## src/rtl/req_hold_fifo.sv

```systemverilog
`default_nettype none
// +----------------------------------------------------------------------+
// | req_hold_fifo: assembles two-cycle calc1 requests into a FIFO queue   |
// | Optional drop counter: define REQ_HOLD_OVF_CNT_EN                     |
// | Revision: 1.0                                                         |
// +----------------------------------------------------------------------+
module req_hold_fifo #(
  parameter int CMD_W  = 4,
  parameter int DATA_W = 32,
  parameter int DEPTH  = 4
) (
  input  logic                       c_clk,
  input  logic                       reset,
  input  logic [CMD_W-1:0]           req_cmd_in,
  input  logic [DATA_W-1:0]          req_data_in,
  input  logic                       hold_ready,
  output logic                       hold_valid,
  output logic [CMD_W-1:0]           hold_cmd,
  output logic [DATA_W-1:0]          hold_data1,
  output logic [DATA_W-1:0]          hold_data2,
  output logic [$clog2(DEPTH+1)-1:0] hold_count,
  output logic                       hold_full,
  output logic                       hold_ovf
`ifdef REQ_HOLD_OVF_CNT_EN
  ,
  output logic [7:0]                 hold_ovf_cnt
`endif
);

  localparam int PTR_W = $clog2(DEPTH);
  localparam int CNT_W = $clog2(DEPTH+1);

  typedef enum logic [0:0] {
    S_IDLE = 1'b0,
    S_OP2  = 1'b1
  } state_t;

  state_t              r_state;
  state_t              w_state_nxt;
  logic [CMD_W-1:0]    r_cmd;
  logic [DATA_W-1:0]   r_data1;
  logic [PTR_W-1:0]    r_wr_ptr;
  logic [PTR_W-1:0]    r_rd_ptr;
  logic [CNT_W-1:0]    r_count;
  logic                r_ovf;

  logic [CMD_W-1:0]    r_mem_cmd   [DEPTH];
  logic [DATA_W-1:0]   r_mem_data1 [DEPTH];
  logic [DATA_W-1:0]   r_mem_data2 [DEPTH];

  logic                w_pop;
  logic                w_push_try;
  logic                w_push;
  logic                w_drop;

  assign hold_valid = (r_count != '0);
  assign hold_full  = (r_count == CNT_W'(DEPTH));
  assign hold_count = r_count;
  assign hold_ovf   = r_ovf;

  assign w_pop      = hold_valid && hold_ready;
  assign w_push_try = (r_state == S_OP2);
  // A full queue still accepts when the head leaves on the same edge.
  assign w_push     = w_push_try && (!hold_full || w_pop);
  assign w_drop     = w_push_try && !w_push;

  always_comb begin
    w_state_nxt = r_state;
    case (r_state)
      S_IDLE:  if (req_cmd_in != '0) w_state_nxt = S_OP2;
      S_OP2:   w_state_nxt = S_IDLE;
      default: w_state_nxt = S_IDLE;
    endcase
  end

  always_ff @(negedge c_clk) begin
    if (reset) begin
      r_state <= S_IDLE;
    end else begin
      r_state <= w_state_nxt;
    end
  end

  always_ff @(negedge c_clk) begin
    if (reset) begin
      r_cmd   <= '0;
      r_data1 <= '0;
    end else if (r_state == S_IDLE && req_cmd_in != '0) begin
      r_cmd   <= req_cmd_in;
      r_data1 <= req_data_in;
    end
  end

  // Storage needs no reset: outputs are gated by hold_valid.
  always_ff @(negedge c_clk) begin
    if (!reset && w_push) begin
      r_mem_cmd[r_wr_ptr]   <= r_cmd;
      r_mem_data1[r_wr_ptr] <= r_data1;
      r_mem_data2[r_wr_ptr] <= req_data_in;
    end
  end

  always_ff @(negedge c_clk) begin
    if (reset) begin
      r_wr_ptr <= '0;
      r_rd_ptr <= '0;
      r_count  <= '0;
      r_ovf    <= 1'b0;
    end else begin
      if (w_push) r_wr_ptr <= r_wr_ptr + PTR_W'(1);
      if (w_pop)  r_rd_ptr <= r_rd_ptr + PTR_W'(1);
      case ({w_push, w_pop})
        2'b10:   r_count <= r_count + CNT_W'(1);
        2'b01:   r_count <= r_count - CNT_W'(1);
        default: r_count <= r_count;
      endcase
      if (w_drop) r_ovf <= 1'b1;
    end
  end

  always_comb begin
    hold_cmd   = '0;
    hold_data1 = '0;
    hold_data2 = '0;
    if (hold_valid) begin
      hold_cmd   = r_mem_cmd[r_rd_ptr];
      hold_data1 = r_mem_data1[r_rd_ptr];
      hold_data2 = r_mem_data2[r_rd_ptr];
    end
  end

`ifdef REQ_HOLD_OVF_CNT_EN
  logic [7:0] r_ovf_cnt;

  always_ff @(negedge c_clk) begin
    if (reset) begin
      r_ovf_cnt <= 8'd0;
    end else if (w_drop && r_ovf_cnt != 8'hFF) begin
      r_ovf_cnt <= r_ovf_cnt + 8'd1;
    end
  end

  assign hold_ovf_cnt = r_ovf_cnt;
`endif

endmodule
`default_nettype wire
```

## config.mk

```make
export PLATFORM = sky130hd
export DESIGN_NAME = req_hold_fifo
export DESIGN_NICKNAME = d
export VERILOG_FILES = /design/src/rtl/req_hold_fifo.sv
export SDC_FILE = /design/constraint.sdc
export NUM_CORES = 1
export LEC_CHECK = 0
export CAP_MARGIN = 20
export CORE_UTILIZATION = 57
export DETAILED_ROUTE_END_ITERATION = 7
export MAX_ROUTING_LAYER = met4
export PLACE_DENSITY = 0.78
export RECOVER_POWER = 25
export SLEW_MARGIN = 20
export SYNTH_ARGS = -nofsm -noshare
export SYNTH_HDL_FRONTEND = slang
export SYNTH_SLANG_ARGS = --single-unit
```

## constraint.sdc

```tcl
create_clock -name c_clk -period 9.3 [get_ports c_clk]
set_input_delay 2.79 -clock c_clk [delete_from_list [all_inputs] [get_ports c_clk]]
set_output_delay 2.79 -clock c_clk [all_outputs]
set_load 0.01 [all_outputs]
```

==> metrics.csv <==
stage,metric,value,unit
cells_and_area,"commonest non-fill, non-tap cell in the layout",inv_1,
synth,Synth Cell Area,12300,um^2
synth,top-area cell type share of the netlist area,66.4,%
drt,Initial DRC Count,625,
setup_path,crit-path leading delay family,buffers and inverters,
flow_run,Max Cap Violations,0,
drt,Post-route DRC,0,
sta,Final Setup Violations,68,
clocking,"Reg clk slew, reported paths",50,ps
synth,Synth warnings,0,
global_routing,GR Overflow Total,0,
cells_and_area,layout cells sized above 1,26.6,%
global_routing,initial antenna violation count,1,
setup_path,worst r2r src,r_state,
setup_path,crit path DAT,6810,ps
setup_path,kind of critical path,flip-flop to primary output,
synth,Synth area leader,edfxtp_1,
die,io pins,113,
drt,Final ANT Viol Nets,0,
cells_and_area,Register Area,9120,um^2
cells_and_area,area of the multi-input gates,3110,um^2
setup_path,cells along the critical path,"buf_12, buf_12, buf_16, mux4_2, and2_4, buf_6",
sta,Worst Skew,36.6,ps
clocking,H-tree levels,2,
clocking,maximum buffer depth of the clock tree,3,
sta,Final WS setup,-295,ps
synth,"Distinct cells, synth",39,
global_routing,Total GRT Usage,30.5,%
clocking,TritonCTS Buffers,34,
die,die footprint,22200,um^2
placed_design,pre-CTS setup slack,-16.9,ps
synth,Syn Area/Cell,18.3,um^2
drt,drt pass-1 iters,5,
placed_design,placed cells,1042,
sta,RSZ-0062 raised after global routing,yes,
sta,Final Slew Violations,0,
clocking,root buffer cell,clkbuf_16,
power,PwrDens,241,nW/um^2
die,die extent in x,149,um
drt,Total Wirelength,31200,um
synth,Gate Count Post-Synth,674,
clocking,CTS tree,yes,
die,Core Footprint,21100,um^2
synth,Seq cells post-synth,319,
run_status,failing checks,negative setup slack,
cells_and_area,fill count,1063,
global_routing,largest net degree at the start of global routing,47,
setup_path,Worst EP required,6510,ps
cells_and_area,post-route insts no fill,1432,
setup_path,CP max-delay cell,mux4_2,
global_routing,first-pass GRT wire length,48000,um
placed_design,DP HPWL,15000,um
power,Pleak,7.02,nW
setup_path,CP Capture Type,primary output,
setup_path,critical path peak fanout,7,
clocking,clock sinks,319,
synth,sequential share of the synthesized area,74.0,%
setup_path,most frequent CP cell,buf_12,
synth,top post-synthesis cells by area,"edfxtp_1 (66%), mux4_2 (12%), dfxtp_1 (7.6%)",
global_routing,number of global-route vias before repair,9494,
synth,Syn Nets,718,
power,VDD IR max,169,uV
die,# rows,53,
cells_and_area,fin nets,1181,
clocking,clk_lat worst skew,600,ps
placed_design,GPL Wtd Cong,0.774,
setup_path,Critical path buffers and inverters,4,
sta,worst-margin pin slew,627,ps
cells_and_area,Layout area overhead,35.7,%
drt,via density per instance,5.67,
sta,slew margin rel.,58.2,%
clocking,Hold Buf Count CTS,0,
placed_design,I/O Buffers,112,
hold_path,Hold Path Class,flip-flop to flip-flop,
sta,final hold vios,0,
hold_path,HP Start,r_data1[22],
cells_and_area,most frequent cells in the layout,"inv_1 (332), edfxtp_1 (272), mux4_2 (68)",
setup_path,worst stage delay on the critical path,490,ps
setup_path,Startpoint Class,flip-flop,
run_status,status,"finished, violations left",
drt,total number of vias,8125,
die,DIE HEIGHT,149,um
die,Initial Utilization,58.4,%
drt,wire per inst,21.8,um
cells in the mapped netlist, drive strengths merged:
library cell,number
edfxtp,272
and2,69
mux4,68
dfxtp,47
a21oi,39
o21ai,39
nand3,35
clkbuf,27
buf,23
nor2,9
inv,7
nand2,5
ha,4
nor3b,4
nand2b,3
xor2,3
o211ai,2
or3,2
a31oi,1
fa,1
mux2,1
nand3b,1
nor2b,1
nor3,1
nor4,1
nor4b,1
o2111ai,1
o21ba,1
o21bai,1
o311ai,1
o31ai,1
or2,1
or4,1
xnor2,1
worst register-to-register path: stages, from the launching register on:
cell      delay [ps]
dfxtp_2          620
buf_4            440
inv_1            130
nand3_1          130
fa_1             210
nand3b_1         100
or3_1            310
a31oi_1          180
registers in the layout, indices dropped and copies added, names as in the netlist, named ones only:
signal,count
r_mem_data1,128
r_mem_data2,128
r_data1,32
r_mem_cmd,16
r_cmd,4
hold_count,3
r_rd_ptr,2
r_wr_ptr,2
hold_ovf,1
r_state,1
metrics by stage:
stage / hold slack (ps) / power, W / area (um^2) / TNS, ps / utilization [%]
after floorplan: 454 / 0.00208 / 12400 / -173290 / -
after global placement: 461 / 0.00226 / 13900 / -25.0 / 66.1
after detailed placement: 472 / 0.00228 / 13900 / -70.7 / 66.1
after CTS: 492 / 0.00403 / 16700 / -14500 / 79.0
after global routing: 502 / 0.00424 / 16700 / -17490 / 79.2
final: 472 / 0.00403 / 16700 / -13900 / 79.2
per-layer routing:
metal | global-route usage [%] | up-vias | part of all wire [%]
met3 | 10.5 | 77 | 7.9
met5 | - | - | 0
li1 | - | 3556 | -
met1 | 31.7 | 4037 | 36
met4 | 18.6 | 0 | 3.1
met2 | 49.8 | 455 | 53
cell type report:
cell class | instances | share of cell area, %
timing repair buffer | 159 | 11.3
clock inverter | 339 | 8.05
clock buffer | 35 | 5.24
sequential | 319 | 54.6
multi-input combinational | 298 | 18.6
antenna | 1 | 0.0150
tap | 275 | 2.06
inverter | 6 | 0.135
what timing repair did:
action	in CTS	in global routing
pin swaps	47	0
setup buffers	10	1
gates resized for setup	377	37
setup endpoints to repair	70	69
cloned	9	0
power breakdown:
| part | total (W) | internal, W | switching, W |
|---|---|---|---|
| registers | 0.00164 | 0.00161 | 0.0000274 |
| clock network | 0.00185 | 0.000919 | 0.000929 |
| logic | 0.000540 | 0.000302 | 0.000239 |
final timing paths:
check                           slack (ps)  depth (start not counted)                  to
worst min-delay path                   470                          0  r_mem_data1[0][22]
worst max register to register        7110                          7       hold_count[2]
worst max-delay path                  -300                          6       hold_data1[5]
worst min register to register         470                          0  r_mem_data1[0][22]
cell families (layout without fill, tap and decap cells):
kind of cell             Yosys count  after routing  synth area share (%)
AO/OA/AOI/OAI                     86             86                  3.69
XOR/XNOR                           4              4                 0.285
adder cells (fa/ha/maj)            5              5                 0.569
buffers and inverters             57            539                  2.51
flip-flops                       319            319                  74.0
multiplexers                      69             69                  12.5
other                              0              1                     0
AND/OR/NAND/NOR                  134            134                  6.41
(Power assumes the default switching activity.)
